==> config.mk <==
export PLATFORM = sky130hd
export DESIGN_NAME = draw_compositor_flat
export DESIGN_NICKNAME = d
export VERILOG_FILES = /design/src/rtl/drawcon_pkg.sv /design/src/rtl/draw_compositor_if.sv /design/src/rtl/pix_delay.sv /design/src/rtl/draw_compositor.sv /design/src/flat_wrapper.sv
export SDC_FILE = /design/constraint.sdc
export NUM_CORES = 1
export LEC_CHECK = 0
export CAP_MARGIN = 25
export CELL_PAD_IN_SITES_DETAIL_PLACEMENT = 0
export CELL_PAD_IN_SITES_GLOBAL_PLACEMENT = 1
export CORE_MARGIN = 2
export CORE_UTILIZATION = 45
export CTS_CLUSTER_SIZE = 8
export DETAILED_ROUTE_END_ITERATION = 7
export DONT_BUFFER_PORTS = 1
export GPL_TIMING_DRIVEN = 0
export PLACE_DENSITY = 0.84
export SYNTH_ARGS = -nofsm -noshare
export SYNTH_HDL_FRONTEND = slang
export SYNTH_HIERARCHICAL = 1
export SYNTH_SLANG_ARGS = --single-unit
==> constraint.sdc <==
create_clock -name clk -period 4.55 [get_ports clk]
set_input_delay 1.365 -clock clk [delete_from_list [all_inputs] [get_ports clk]]
set_output_delay 1.365 -clock clk [all_outputs]
set_load 0.005 [all_outputs]
==> src/rtl/drawcon_pkg.sv <==
// rtl/drawcon_pkg.sv - shared colour types and RGB332 expansion for draw_compositor
package drawcon_pkg;

    typedef logic [11:0] rgb12_t;

    localparam rgb12_t RGB_BLACK = 12'h000;

    // Bit replication keeps full-scale codes at full scale (8'hFF -> 12'hFFF).
    function automatic rgb12_t rgb332_to_rgb12(input logic [7:0] d);
        return {d[7:5], d[7], d[4:2], d[4], d[1:0], d[1:0]};
    endfunction

endpackage

==> src/rtl/draw_compositor_if.sv <==
// rtl/draw_compositor_if.sv - pixel timing/ROM inputs and colour/sync outputs of draw_compositor
interface draw_compositor_if #(
    parameter int XW      = 11,
    parameter int YW      = 10,
    parameter int NUM_SPR = 2
);
    logic                   pix_en;
    logic [XW-1:0]          draw_x;
    logic [YW-1:0]          draw_y;
    logic                   hsync_in;
    logic                   vsync_in;
    logic [7:0]             bg_data;
    logic [8*NUM_SPR-1:0]   spr_data;
    logic [NUM_SPR-1:0]     spr_hit;
    logic [3:0]             draw_r;
    logic [3:0]             draw_g;
    logic [3:0]             draw_b;
    logic                   hsync_out;
    logic                   vsync_out;

    modport master (
        output pix_en, draw_x, draw_y, hsync_in, vsync_in, bg_data, spr_data, spr_hit,
        input  draw_r, draw_g, draw_b, hsync_out, vsync_out
    );

    modport slave (
        input  pix_en, draw_x, draw_y, hsync_in, vsync_in, bg_data, spr_data, spr_hit,
        output draw_r, draw_g, draw_b, hsync_out, vsync_out
    );
endinterface

==> src/rtl/pix_delay.sv <==
// rtl/pix_delay.sv - fixed-depth shift register with a parameterised reset value
module pix_delay #(
    parameter int           W       = 1,
    parameter int           DEPTH   = 1,
    parameter logic [W-1:0] RST_VAL = '0
) (
    input  logic         clk,
    input  logic         rst_n,
    input  logic [W-1:0] d_i,
    output logic [W-1:0] q_o
);
    logic [W-1:0] stage_q [DEPTH];

    always_ff @(posedge clk or negedge rst_n) begin
        if (!rst_n) begin
            for (int i = 0; i < DEPTH; i++) stage_q[i] <= RST_VAL;
        end else begin
            stage_q[0] <= d_i;
            for (int i = 1; i < DEPTH; i++) stage_q[i] <= stage_q[i-1];
        end
    end

    assign q_o = stage_q[DEPTH-1];
endmodule

==> src/rtl/draw_compositor.sv <==
// rtl/draw_compositor.sv - background/sprite/border pixel compositor with sync alignment
// Optional border flashing is built when DRAWCON_BORDER_FLASH_EN is defined.
module draw_compositor
    import drawcon_pkg::*;
#(
    parameter int          XW           = 11,
    parameter int          YW           = 10,
    parameter int          H_ACT        = 1280,
    parameter int          V_ACT        = 800,
    parameter int          BORDER       = 10,
    parameter logic [11:0] BORDER_RGB   = 12'hFFF,
    parameter int          NUM_SPR      = 2,
    parameter logic [7:0]  TRANSP_KEY   = 8'hE3,
    parameter int          ROM_LAT      = 1,
    parameter logic        SYNC_IDLE    = 1'b1,
    parameter int          FLASH_FRAMES = 30
) (
    input  logic            clk,
    input  logic            rst_n,
    draw_compositor_if.slave pix
);
    localparam int AW = XW + YW + 1;
    localparam logic [XW-1:0] X_END   = XW'(H_ACT);
    localparam logic [YW-1:0] Y_END   = YW'(V_ACT);
    localparam logic [XW-1:0] X_BR_LO = XW'(BORDER);
    localparam logic [XW-1:0] X_BR_HI = XW'(H_ACT - BORDER);
    localparam logic [YW-1:0] Y_BR_LO = YW'(BORDER);
    localparam logic [YW-1:0] Y_BR_HI = YW'(V_ACT - BORDER);

    if (NUM_SPR < 1 || NUM_SPR > 8 || ROM_LAT < 1 || ROM_LAT > 4 || FLASH_FRAMES < 1) begin : g_bad_cfg
        $error("draw_compositor: parameter out of range");
    end

    logic [AW-1:0] pos_a;
    logic [XW-1:0] x_a;
    logic [YW-1:0] y_a;
    logic          pen_a;
    logic          hs_a;
    logic          vs_a;

    // Position and syncs are delayed to line up with the ROM bytes.
    pix_delay #(.W(AW), .DEPTH(ROM_LAT), .RST_VAL({AW{1'b0}})) u_pos_dly (
        .clk   (clk),
        .rst_n (rst_n),
        .d_i   ({pix.draw_x, pix.draw_y, pix.pix_en}),
        .q_o   (pos_a)
    );

    pix_delay #(.W(2), .DEPTH(ROM_LAT), .RST_VAL({SYNC_IDLE, SYNC_IDLE})) u_sync_dly (
        .clk   (clk),
        .rst_n (rst_n),
        .d_i   ({pix.hsync_in, pix.vsync_in}),
        .q_o   ({hs_a, vs_a})
    );

    assign {x_a, y_a, pen_a} = pos_a;

    rgb12_t layer_rgb;
    rgb12_t border_rgb;
    rgb12_t rgb_d;
    rgb12_t rgb_q;
    logic   blank;
    logic   in_border;
    logic   hs_q;
    logic   vs_q;

    // Walk from the lowest-priority layer up so layer 0 is applied last and wins.
    always_comb begin
        layer_rgb = rgb332_to_rgb12(pix.bg_data);
        for (int i = NUM_SPR - 1; i >= 0; i--) begin
            if (pix.spr_hit[i] && (pix.spr_data[8*i +: 8] != TRANSP_KEY))
                layer_rgb = rgb332_to_rgb12(pix.spr_data[8*i +: 8]);
        end
    end

    assign blank     = !pen_a || (x_a >= X_END) || (y_a >= Y_END);
    assign in_border = (x_a < X_BR_LO) || (x_a >= X_BR_HI) || (y_a < Y_BR_LO) || (y_a >= Y_BR_HI);

`ifdef DRAWCON_BORDER_FLASH_EN
    localparam int FCW = (FLASH_FRAMES > 1) ? $clog2(FLASH_FRAMES) : 1;

    logic           vs_prev_q;
    logic [FCW-1:0] frame_q;
    logic [FCW-1:0] frame_d;
    logic           phase_q;
    logic           phase_d;
    logic           frame_start;

    assign frame_start = (vs_prev_q == SYNC_IDLE) && (pix.vsync_in != SYNC_IDLE);

    always_comb begin
        frame_d = frame_q;
        phase_d = phase_q;
        if (frame_start) begin
            if (frame_q == FCW'(FLASH_FRAMES - 1)) begin
                frame_d = '0;
                phase_d = ~phase_q;
            end else begin
                frame_d = frame_q + 1'b1;
            end
        end
    end

    always_ff @(posedge clk or negedge rst_n) begin
        if (!rst_n) begin
            vs_prev_q <= SYNC_IDLE;
            frame_q   <= '0;
            phase_q   <= 1'b0;
        end else begin
            vs_prev_q <= pix.vsync_in;
            frame_q   <= frame_d;
            phase_q   <= phase_d;
        end
    end

    assign border_rgb = phase_q ? ~BORDER_RGB : BORDER_RGB;
`else
    assign border_rgb = BORDER_RGB;
`endif

    assign rgb_d = blank ? RGB_BLACK : (in_border ? border_rgb : layer_rgb);

    always_ff @(posedge clk or negedge rst_n) begin
        if (!rst_n) begin
            rgb_q <= RGB_BLACK;
            hs_q  <= SYNC_IDLE;
            vs_q  <= SYNC_IDLE;
        end else begin
            rgb_q <= rgb_d;
            hs_q  <= hs_a;
            vs_q  <= vs_a;
        end
    end

    assign pix.draw_r    = rgb_q[11:8];
    assign pix.draw_g    = rgb_q[7:4];
    assign pix.draw_b    = rgb_q[3:0];
    assign pix.hsync_out = hs_q;
    assign pix.vsync_out = vs_q;
endmodule

==> src/flat_wrapper.sv <==
// flat-port wrapper written by rule: the top's interface ports become plain ports
module draw_compositor_flat import drawcon_pkg::*;
#(
    parameter int          XW           = 11,
    parameter int          YW           = 10,
    parameter int          H_ACT        = 1280,
    parameter int          V_ACT        = 800,
    parameter int          BORDER       = 10,
    parameter logic [11:0] BORDER_RGB   = 12'hFFF,
    parameter int          NUM_SPR      = 2,
    parameter logic [7:0]  TRANSP_KEY   = 8'hE3,
    parameter int          ROM_LAT      = 1,
    parameter logic        SYNC_IDLE    = 1'b1,
    parameter int          FLASH_FRAMES = 30
)
  (clk, rst_n, pix_pix_en, pix_draw_x, pix_draw_y, pix_hsync_in, pix_vsync_in, pix_bg_data, pix_spr_data, pix_spr_hit, pix_draw_r, pix_draw_g, pix_draw_b, pix_hsync_out, pix_vsync_out);
  draw_compositor_if #(.XW(XW), .YW(YW), .NUM_SPR(NUM_SPR)) pix_i ();
  input  logic clk;
  input  logic rst_n;
  input wire logic [$bits(pix_i.pix_en)-1:0] pix_pix_en;
  input wire logic [$bits(pix_i.draw_x)-1:0] pix_draw_x;
  input wire logic [$bits(pix_i.draw_y)-1:0] pix_draw_y;
  input wire logic [$bits(pix_i.hsync_in)-1:0] pix_hsync_in;
  input wire logic [$bits(pix_i.vsync_in)-1:0] pix_vsync_in;
  input wire logic [$bits(pix_i.bg_data)-1:0] pix_bg_data;
  input wire logic [$bits(pix_i.spr_data)-1:0] pix_spr_data;
  input wire logic [$bits(pix_i.spr_hit)-1:0] pix_spr_hit;
  output wire logic [$bits(pix_i.draw_r)-1:0] pix_draw_r;
  output wire logic [$bits(pix_i.draw_g)-1:0] pix_draw_g;
  output wire logic [$bits(pix_i.draw_b)-1:0] pix_draw_b;
  output wire logic [$bits(pix_i.hsync_out)-1:0] pix_hsync_out;
  output wire logic [$bits(pix_i.vsync_out)-1:0] pix_vsync_out;
  assign pix_i.pix_en = pix_pix_en;
  assign pix_i.draw_x = pix_draw_x;
  assign pix_i.draw_y = pix_draw_y;
  assign pix_i.hsync_in = pix_hsync_in;
  assign pix_i.vsync_in = pix_vsync_in;
  assign pix_i.bg_data = pix_bg_data;
  assign pix_i.spr_data = pix_spr_data;
  assign pix_i.spr_hit = pix_spr_hit;
  assign pix_draw_r = pix_i.draw_r;
  assign pix_draw_g = pix_i.draw_g;
  assign pix_draw_b = pix_i.draw_b;
  assign pix_hsync_out = pix_i.hsync_out;
  assign pix_vsync_out = pix_i.vsync_out;
  draw_compositor #(.XW(XW), .YW(YW), .H_ACT(H_ACT), .V_ACT(V_ACT), .BORDER(BORDER), .BORDER_RGB(BORDER_RGB), .NUM_SPR(NUM_SPR), .TRANSP_KEY(TRANSP_KEY), .ROM_LAT(ROM_LAT), .SYNC_IDLE(SYNC_IDLE), .FLASH_FRAMES(FLASH_FRAMES)) u_core (.clk(clk), .rst_n(rst_n), .pix(pix_i));
endmodule
==> results.md <==
* Status: complete, no violations
* Die X-Extent at 58.1 µm
* Worst-path clk slew at 0.09 ns
* Post-route clock period utilization at 50.1%
* Slew headroom at 63.0%
* Post-Place Cells at 132
* Post-CTS setup buffer count at 0
* Tightest Pin Transition at 0.552 ns
* Clk_lat worst skew at 0.32 ns
* Total number of vias at 841
* CP max FO at 5
* Cell-internal power at 467 µW
* RSZ-0062 raised after global routing: no
* CTS tree: yes
* Post-route DRC violation count at 0
* PwrDens at 399 nW/µm²
* Pre-antenna DRT Iters at 4
* Hold WC Path Type: reg -> reg
* Sw Share at 19.5%
* Setup TNS at 0 ns
* Max cap viols at 0
* Hold Path Stages at 0
* Site Rows at 19
* Die Span Y at 58.1 µm
* Most common cell after layout, fill and taps aside: dfrtp_1
* Slowest cell delay on critical path at 0.45 ns
* Sink Count at 32
* Worst reg2reg path depth at 5
* Core Area at 2780 µm²
* CTS Buffer Depth at 2
* FF-to-FF Start: u_core/u_pos_dly/q_o[8]
* Final Wtd Congestion at 0.780
* Remaining Overflow, GRT at 0
* Crit. End Element: flop
* Leak at 0.000612 µW
* Clock root buffer: clkbuf_4
* Detailed-route wire length per cell at 18.0 µm
* Finished Layout Cells at 140
* Max H-tree Level at 2
* Final Hold Fails at 0
* Max IR drop VDD at 0.293 mV
* Hold Buf Count CTS at 0
* Tot GR Track Use at 16.1%
* Kind of critical path: in -> reg
* Initial Util at 47.4%
* Worst setup margin at 2.27 ns
* Yosys Warn Count at 6
* Starting DRC count in detailed routing at 15
* Total CTS buffers at 5
* FF-to-FF End: u_core/rgb_q[5]
* Post-DP HPWL at 1990 µm
* Switching power at 113 µW
* Final Slew Violations at 0
* CP Data Arrival Time at 2.46 ns
* IO buf count at 0
* Mean area per synthesized cell at 13.1 µm²
* Commonest non-fill, non-tap cells in the layout: 28 x dfrtp_1, 9 x a21oi_1, 8 x o21ai_0, 8 x nand2_1, 5 x clkbuf_4
* Ratio of cells with drive above 1 in the final layout at 22.0%
* Synth Net Count at 153
* Mapped Area at 1320 µm²
* Ports at 66
* Finished Core Util at 52.2%
* CP Buf/Inv Count at 0
* First-pass GRT wire length at 3930 µm
* Area delta synth->final at 10.2%
* Pre-CTS setup slack at 1.94 ns
* R2r setup slk at 2.81 ns
* Hold endpoint: u_core/pix.hsync_out
* Final setup viols at 0
* HP Start: u_core/u_sync_dly/q_o[1]
* Clock share of power at 39.9%
* Nets at 160
* Ant diodes at 0
* Crit start category: input port
* Worst path slowest cell: o41a_1
* Top delay family on crit path: compound AO/OA/AOI/OAI gates
* Register share of total power at 53.6%
* Vias in the first global route at 873
* Via/cell ratio at 6.01
* Combinational share of power at 6.5%
* Fmax at 439 MHz
* CP Cell Sequence: nand4b_4, o41a_1, a221o_1, o21ai_0, a21oi_1
* Initial antenna violation count at 0
* Largest net degree at the start of global routing at 33
* DIE AREA at 3380 µm²
* Worst Path Required at 4.73 ns
* Routed Antenna Nets at 0
* Drt total wl at 2520 µm
* Total power at 579 µW
* Cell count after synthesis at 101
* PostCTS Resize Cnt at 0
* Clock skew at 0.00969 ns
* Tmin final at 2.28 ns
==> worst max path at each step <==
stage	cells after the start	from	slack (ns)	to
3_3_place_gp	5	pix_spr_data[4]	1.93	u_core/rgb_q[3]
2_1_floorplan	5	pix_spr_data[4]	2.04	u_core/rgb_q[2]
4_1_cts	1	u_core/rgb_q[2]	2.29	pix_draw_b[2]
6_report	5	pix_spr_data[4]	2.27	u_core/rgb_q[6]
5_1_grt	5	pix_spr_data[4]	2.19	u_core/rgb_q[8]
3_5_place_dp	5	pix_spr_data[4]	1.94	u_core/rgb_q[3]
==> power by group through the flow <==
stage	registers, µW	logic [µW]	clock network [µW]
after CTS	311	38.0	239
after detailed placement	316	37.7	0
after global placement	316	37.0	0
after floorplan	314	31.9	0
after global routing	313	42.1	254
final	311	37.6	231
==> layer usage <==
metal / global-route usage (%) / routed length (µm) / vias up
li1: - / - / 401
met1: 18.8 / 976 / 388
met2: 25.8 / 1250 / 46
met3: 7.14 / 239 / 6
met4: 6.98 / 53 / 0
met5: 0 / 0 / -
==> worst reg2reg max path: cells and delay by family (launching register included) <==
| kind | cells | cell delay, ns |
|---|---|---|
| AO/OA/AOI/OAI | 3 | 0.44 |
| flip-flops | 1 | 0.38 |
| AND/OR/NAND/NOR | 2 | 0.79 |
==> area by class of cell <==
| cell class | instances | area, µm² |
|---|---|---|
| sequential | 32 | 806 |
| clock buffer | 7 | 65.1 |
| tap | 31 | 38.8 |
| fill | 241 | 1330 |
| clock inverter | 1 | 30.0 |
| multi-input combinational | 62 | 470 |
| inverter | 2 | 7.51 |
| buffer | 5 | 35.0 |
==> through the flow <==
stage,hold WS (ns),cell area (µm²)
2_1_floorplan,0.345,1320
3_3_place_gp,0.346,1360
3_5_place_dp,0.347,1360
4_1_cts,0.361,1450
5_1_grt,0.364,1450
6_report,0.359,1450
==> registers in the layout, summed over array words and instances (netlist names) <==
signal                 cells
u_core/pix.hsync_out       1
u_core/rgb_q               8
u_core/pix.vsync_out       1
u_core/u_pos_dly/q_o      20
u_core/u_sync_dly/q_o      2
(Power assumes the default switching activity.)
